`src/rtl/parity_check_unit.sv`:
```
// Receive-side parity checker: assembles LSB-first data bits of a serial frame,
// checks the parity bit against the latched mode and keeps a saturating error count.
module parity_check_unit #(
    parameter int DATA_WIDTH = 8,
    parameter int ERR_CNT_W  = 8
) (
    input  logic                  CLK,
    input  logic                  RST,
    input  logic                  parity_checker_enable,
    input  logic                  sample_strobe,
    input  logic [3:0]            bit_cnt,
    input  logic                  sampled_bit,
    input  logic [3:0]            DATA_LEN,
    input  logic [2:0]            PAR_MODE,
    input  logic                  err_cnt_clr,
    output logic [DATA_WIDTH-1:0] P_DATA,
    output logic                  parity_error,
    output logic                  par_chk_done,
    output logic                  cfg_error,
    output logic                  seq_error,
    output logic [ERR_CNT_W-1:0]  err_cnt
);

    typedef enum logic [1:0] {IDLE, DATA, PARITY} state_t;

    localparam logic [3:0] MAX_LEN = 4'(DATA_WIDTH);

    state_t                state_q, state_d;
    logic [DATA_WIDTH-1:0] data_q, data_d;
    logic                  par_q, par_d;
    logic [3:0]            len_q, len_d;
    logic [2:0]            mode_q, mode_d;
    logic [3:0]            idx_q, idx_d;
    logic [DATA_WIDTH-1:0] p_data_q, p_data_d;
    logic                  par_err_q, par_err_d;
    logic                  done_q, done_d;
    logic                  cfg_err_q, cfg_err_d;
    logic                  seq_err_q, seq_err_d;
    logic [ERR_CNT_W-1:0]  err_cnt_q, err_cnt_d;

    logic cfg_legal;
    logic complete;
    logic frame_err;
    logic exp_par;

    assign cfg_legal = (DATA_LEN >= 4'd5) && (DATA_LEN <= MAX_LEN) && (PAR_MODE <= 3'd4);

    always_comb begin
        state_d   = state_q;
        data_d    = data_q;
        par_d     = par_q;
        len_d     = len_q;
        mode_d    = mode_q;
        idx_d     = idx_q;
        p_data_d  = p_data_q;
        par_err_d = par_err_q;
        done_d    = 1'b0;
        cfg_err_d = 1'b0;
        seq_err_d = 1'b0;
        complete  = 1'b0;
        frame_err = 1'b0;

        case (mode_q)
            3'd1:    exp_par = par_q;
            3'd2:    exp_par = ~par_q;
            3'd3:    exp_par = 1'b1;
            default: exp_par = 1'b0;
        endcase

        if (!parity_checker_enable) begin
            state_d = IDLE;
        end else if (sample_strobe) begin
            // A start bit restarts the frame from any state.
            if (bit_cnt == 4'd0) begin
                if (cfg_legal) begin
                    state_d = DATA;
                    len_d   = DATA_LEN;
                    mode_d  = PAR_MODE;
                    data_d  = '0;
                    par_d   = 1'b0;
                    idx_d   = 4'd1;
                end else begin
                    state_d   = IDLE;
                    cfg_err_d = 1'b1;
                end
            end else begin
                case (state_q)
                    DATA: begin
                        if (bit_cnt == idx_q) begin
                            for (int i = 0; i < DATA_WIDTH; i++) begin
                                if (idx_q == 4'(i + 1)) data_d[i] = sampled_bit;
                            end
                            par_d = par_q ^ sampled_bit;
                            idx_d = idx_q + 4'd1;
                            if (idx_q == len_q) begin
                                if (mode_q == 3'd0) begin
                                    complete = 1'b1;
                                    state_d  = IDLE;
                                end else begin
                                    state_d = PARITY;
                                end
                            end
                        end else begin
                            seq_err_d = 1'b1;
                            state_d   = IDLE;
                        end
                    end
                    PARITY: begin
                        if (bit_cnt == idx_q) begin
                            complete  = 1'b1;
                            frame_err = (sampled_bit != exp_par);
                            state_d   = IDLE;
                        end else begin
                            seq_err_d = 1'b1;
                            state_d   = IDLE;
                        end
                    end
                    default: ;
                endcase
            end
        end

        if (complete) begin
            p_data_d  = data_d;
            par_err_d = frame_err;
            done_d    = 1'b1;
        end

        err_cnt_d = err_cnt_q;
        if (complete && frame_err && (err_cnt_q != '1)) err_cnt_d = err_cnt_q + 1'b1;
        if (err_cnt_clr) err_cnt_d = '0;
    end

    always_ff @(posedge CLK or posedge RST) begin
        if (RST) begin
            state_q   <= IDLE;
            data_q    <= '0;
            par_q     <= 1'b0;
            len_q     <= '0;
            mode_q    <= '0;
            idx_q     <= '0;
            p_data_q  <= '0;
            par_err_q <= 1'b0;
            done_q    <= 1'b0;
            cfg_err_q <= 1'b0;
            seq_err_q <= 1'b0;
            err_cnt_q <= '0;
        end else begin
            state_q   <= state_d;
            data_q    <= data_d;
            par_q     <= par_d;
            len_q     <= len_d;
            mode_q    <= mode_d;
            idx_q     <= idx_d;
            p_data_q  <= p_data_d;
            par_err_q <= par_err_d;
            done_q    <= done_d;
            cfg_err_q <= cfg_err_d;
            seq_err_q <= seq_err_d;
            err_cnt_q <= err_cnt_d;
        end
    end

    assign P_DATA       = p_data_q;
    assign parity_error = par_err_q;
    assign par_chk_done = done_q;
    assign cfg_error    = cfg_err_q;
    assign seq_error    = seq_err_q;
    assign err_cnt      = err_cnt_q;

endmodule
```
`config.mk`:
```
export PLATFORM = sky130hd
export DESIGN_NAME = parity_check_unit
export DESIGN_NICKNAME = d
export VERILOG_FILES = /design/src/rtl/parity_check_unit.sv
export SDC_FILE = /design/constraint.sdc
export NUM_CORES = 1
export LEC_CHECK = 0
export ABC_CLOCK_PERIOD_IN_PS = 3150
export CORE_MARGIN = 5
export CORE_UTILIZATION = 59
export CTS_BUF_LIST = sky130_fd_sc_hd__clkbuf_8
export DETAILED_ROUTE_END_ITERATION = 7
export DONT_BUFFER_PORTS = 1
export GPL_TIMING_DRIVEN = 0
export HOLD_SLACK_MARGIN = 0.08
export PLACE_DENSITY = 0.75
export SLEW_MARGIN = 20
export SYNTH_ARGS = -nofsm -noshare
export SYNTH_HDL_FRONTEND = slang
export SYNTH_SLANG_ARGS = --single-unit
export TNS_END_PERCENT = 1
```
`constraint.sdc`:
```
create_clock -name CLK -period 3.15 [get_ports CLK]
set_input_delay 0.63 -clock CLK [delete_from_list [all_inputs] [get_ports CLK]]
set_output_delay 0.63 -clock CLK [all_outputs]
set_load 0.05 [all_outputs]
```
==> flow_summary.toml, run 1 <==
[yosys]
synth.most_common_cell = "dfrtp_1"
synthFlopType = "dfrtp_1"
yosys.area.top_type = "dfrtp_1"
synth_area_sq_um = 2351
synthCells = 226
synth_top_area_share_pct = 44.70
syn_avg_cell_area_sq_um = 10.40
async_flop_share_pct = 100.0
yosys_register_bits = 42
syn-num-nets = 250
synth_common_cells = "dfrtp_1 (42), nand2_1 (15), o31ai_1 (12)"
synthDistinctLibCells = 45
yosys-top-cells-area = "dfrtp_1 (45%), mux2_2 (4.3%), xor2_1 (4.1%)"
synth_edf_count = 0
ys.warnings.count = 0
seq_area_frac_synth_pct = 44.70

[sta]
fmax_mhz = 431.8
relSlewSlack_pct = 45.53
finalHoldViolCount = 0
setup_violations = 0
whs_ps = 223.2
worst_slew_pin_slew_ps = 794.4
worst_slack_ps = 834.0
tns_ps = 0
min_period_over_period_pct = 73.53
min_period_ps = 2316
skew_ps = 9.322
rsz0062_at_grt = "no"
drv_slew = 0

[power]
clockPowerShare_pct = 35.5
internal_power_uw = 753.2
power_frac_comb_pct = 8.5
switchingPower_uw = 245.0
p_total_uw = 998.2
netSwitchingFraction_pct = 24.54
power_frac_seq_pct = 56.0
p_per_area_nw_per_um2 = 394.2
peakVddDrop_uv = 297.9
leakage_uw = 0.001177

[global_routing]
overflow = 0
grt_max_degree = 24
grt_antenna_before_repair = 0
track_usage_pct = 19.95
grt_pass1_vias = 1703
grt_pass1_wl_um = 8252

[placement]
dp_slack_ps = 717.1
gp_congestion = 0.8822
placed_cells_incl_taps = 277
place_hpwl_um = 3627
portBuffers = 0

[route]
drcViolationCount = 0
drt-total-wl_um = 4771
viasPerCell = 6.105
ant_nets = 0
wire_per_inst_um = 16.74
via_count = 1740
first_pass_iters = 4
drt-initial-drc-count = 110

[setup_path]
critPathLaunch = "idx_q[0]"
cp-start-kind = "flip-flop"
reg2reg_from = "idx_q[0]"
cp.required_ps = 3330
r2r-end = "P_DATA[1]"
reg2reg_slack_ps = 830
worstPathMaxFanout = 8
cp.arrival_ps = 2490
critPathKind = "flip-flop to flip-flop"
worstRegToRegCells = 6
crit_path_end_kind = "flip-flop"
endpoint = "P_DATA[1]"

[cts]
cts.reportedPaths.clkPinSlew_ps = 80
cts-resized-gates = 0
cts_setup_buffers = 0
cts_hold_buf = 0
cts_tree = "yes"
clk_latency_ps = 290
cts_buffer_depth = 2
cts_root_buffer = "clkbuf_8"
cts.sinks = 42
cts_buffers = 5
htreeDepth = 2

[layout]
nets = 258
diodes = 0
fin_cells = 285
drive_gt1_share_pct = 14.47
area_delta_synth_final_pct = 7.717

[floorplan]
io_pins = 37
rows = 23
start_util_pct = 59.63
die_h_um = 73.13
coreArea_sq_um = 3943
dieArea_sq_um = 5347
fp.dieW_um = 73.13

[run_status]
status = "finished clean"

[flow_run]
cap_violations = 0

[worst_hold_path]
hold_path_class = "input pin to asynchronous set/reset pin"
==> metal layers <==
metal  routed length [um]  up-vias  share of wire (%)  global-route usage (%)
li1                     -      840                  -                       -
met1                 2037      851                 43                   25.37
met2                 2333       42                 49                   31.38
met3                  317        7                6.6                   6.474
met4                   82        0                1.7                   7.787
met5                    0        -                  0                       0
==> worst min-delay path by stage <==
stage | start | to | slack (ps) | cells past startpoint
floorplan | data_q[7] | data_q[7] | 460 | 1
global placement | data_q[7] | data_q[7] | 480 | 1
detailed placement | data_q[7] | data_q[7] | 480 | 1
CTS | RST | state_q[0] | 240 | 1
global route | RST | mode_q[0] | 260 | 1
finish | RST | mode_q[0] | 220 | 1
==> placed cells by master (no fill, tap or decap), drive strengths merged, types with 4 or more instances in the layout <==
cell	n
inv	13
nor2b	4
a31oi	4
clkbuf	10
o21ai	4
nor2	8
mux2i	9
nor3	8
o31ai	12
and2	7
or4	5
nand2	16
a21oi	11
nand4	11
mux2	12
nand3	5
buf	8
or3	4
dfrtp	42
ha	7
xor2	11
==> power groups by stage <==
stage,registers [uW],logic (uW),clock network [uW]
after CTS,559,85.7,360
final,559,84.6,354
after detailed placement,570,85.3,0
after global placement,569,79.7,0
after global routing,561,95.6,383
after floorplan,567,65.2,0
==> flip-flops by register name, indices dropped and copies added (netlist names), 2 cells and up <==
signal   cells
data_q       8
P_DATA       8
len_q        4
state_q      2
idx_q        4
mode_q       3
err_cnt      8
==> final cells by class <==
class / count / area (sq um)
buffer: 11 / 63.81
sequential: 42 / 1051
fill: 308 / 1410
multi-input combinational: 161 / 1191
inverter: 12 / 45.04
timing repair buffer: 1 / 27.53
clock inverter: 2 / 8.758
clock buffer: 6 / 82.58
tap: 50 / 62.56
==> through the flow <==
step | instance area, sq um | util, %
finish | 2532 | 64.23
global route | 2532 | 64.23
CTS | 2532 | 64.23
detailed placement | 2441 | 61.92
global placement | 2414 | 61.22
floorplan | 2351 | -
==> kinds of logic after synthesis <==
| group | after synthesis | synth area share (%) |
|---|---|---|
| AO/OA/AOI/OAI | 44 | 12.88 |
| XOR/XNOR | 11 | 4.098 |
| adder cells (fa/ha/maj) | 7 | 3.725 |
| buffers and inverters | 23 | 4.630 |
| flip-flops | 42 | 44.70 |
| multiplexers | 21 | 9.580 |
| AND/OR/NAND/NOR | 78 | 20.38 |
==> critical path: stages, from the launching register on <==
cell     delay, ps
dfrtp_1        480
xor2_1         200
nor4_1         620
a31o_2         310
nand2_1         90
inv_2          150
mux2_2         350
Power figures use the tool's default switching activity.
==> run 2, diff against run 1 <==
Settings changed: ABC_CLOCK_PERIOD_IN_PS 3150 to 2350.
Clock period 3.15 ns to 2.35 ns, I/O delays scaled along.
==> flow_summary.toml, run 2 (synthesis gave the netlist of run 1 again) <==
[run_status]
status = "finished clean"

[power]
netSwitchingFraction_pct = 24.66
power_frac_comb_pct = 8.6
internal_power_uw = 1010
power_frac_seq_pct = 55.9
p_per_area_nw_per_um2 = 527.5
switchingPower_uw = 330.6
leakage_uw = 0.001174
clockPowerShare_pct = 35.5
peakVddDrop_uv = 393.7

[setup_path]
worstPathMaxFanout = 10
slowest_delay_ps = 700
crit_chain = "nand2_1 -> nor3_1 -> and4_1 -> clkbuf_1 -> o21ai_0 -> a21oi_1"
cp-start-kind = "flip-flop"
cp.required_ps = 2570
cp.arrival_ps = 2350
crit_path_end_kind = "flip-flop"
reg2reg_slack_ps = 220
crit_slowest_cell = "dfrtp_1"
critPathKind = "flip-flop to flip-flop"
worstRegToRegCells = 6

[layout]
final_common_cell = "dfrtp_1"
area_delta_synth_final_pct = 8.090
fin_cells = 285
fin_util_pct = 64.46
drive_gt1_share_pct = 15.74
diodes = 0
final_cell_mix = "dfrtp_1 (40), nand2_1 (15), o31ai_1 (12)"
nets = 258

[sta]
setup_violations = 0
relSlewSlack_pct = 45.50
tns_ps = 0
skew_ps = 9.688
finalHoldViolCount = 0
min_period_ps = 2126
worst_slew_pin_slew_ps = 794.8
fmax_mhz = 470.5
min_period_over_period_pct = 90.45
drv_slew = 0

[floorplan]
start_util_pct = 59.63
io_pins = 37
die_h_um = 73.13
dieArea_sq_um = 5347
rows = 23
coreArea_sq_um = 3943
fp.dieW_um = 73.13

[placement]
place_hpwl_um = 3627
portBuffers = 0
gp_congestion = 0.8822
placed_cells_incl_taps = 277

[route]
drcViolationCount = 0
first_pass_iters = 4
drt-initial-drc-count = 108
ant_nets = 0
viasPerCell = 6.116
drt-total-wl_um = 4779
via_count = 1743
wire_per_inst_um = 16.77

[flow_run]
cap_violations = 0

[cts]
htreeDepth = 2
cts_buffer_depth = 2
clk_latency_ps = 290
cts.reportedPaths.clkPinSlew_ps = 80
cts_tree = "yes"
cts_buffers = 5
cts.sinks = 42
cts_setup_buffers = 0
cts_root_buffer = "clkbuf_8"

[global_routing]
grt_antenna_before_repair = 0
grt_max_degree = 24
track_usage_pct = 19.95
overflow = 0
grt_pass1_wl_um = 8252
grt_pass1_vias = 1703

[worst_hold_path]
hold_path_class = "input pin to asynchronous set/reset pin"
[run 2: what timing repair did]
item | 4_1_cts | 5_1_grt
gates resized for setup | 0 | 3
setup endpoints to repair | 0 | 7
hold buffers | 0 | 0
[run 2: path summary, 6_finish.rpt]
kind / from / to
hold reg to reg: data_q[7] / data_q[7]
hold / removal: RST / mode_q[0]
setup / recovery: err_cnt[3] / err_cnt[1]
max in group asynchronous: RST / data_q[0]
setup reg to reg: err_cnt[3] / err_cnt[1]
min in group CLK: DATA_LEN[2] / len_q[3]
[run 2: cell type report]
class	count	area, sq um
Inverter	12	45.04
Buffer	11	63.81
Timing Repair Buffer	1	27.53
Tap cell	50	62.56
Fill cell	306	1401
Sequential cell	42	1054
Multi-Input combinational cell	161	1197
Clock buffer	6	82.58
Clock inverter	2	8.758
[run 2: power by group through the flow]
stage	sequential, uW	clock (uW)	combinational, uW
2_1_floorplan	760	0	87.5
3_3_place_gp	763	0	107
3_5_place_dp	764	0	114
4_1_cts	749	483	115
5_1_grt	752	513	130
6_report	750	476	115
[run 2: metrics by stage]
stage               hold slack, ps  setup WS, ps  instance area (sq um)  total power (uW)
global route                 95.82    -0.0008882                   2541              1395
detailed placement           396.7         77.12                   2441             878.2
CTS                          81.44         79.74                   2532              1347
floorplan                    462.8         386.7                   2351             847.6
global placement             485.0         83.58                   2414             870.1
finish                       62.52         224.4                   2541              1341
[run 2: metal layers]
metal / wire length [um] / up-vias / share of wire, % / global-route usage [%]
met5: 0 / - / 0 / 0
met4: 82 / 0 / 1.7 / 7.787
met3: 329 / 7 / 6.9 / 6.474
met2: 2328 / 45 / 49 / 31.38
met1: 2038 / 849 / 43 / 25.37
li1: - / 842 / - / -
[run 2: critical path, delay by kind of cell, from the launching register on]
| kind | cells | cell delay, ps |
|---|---|---|
| compound gates | 2 | 320 |
| buf+inv | 1 | 330 |
| flops | 1 | 700 |
| simple gates | 3 | 690 |
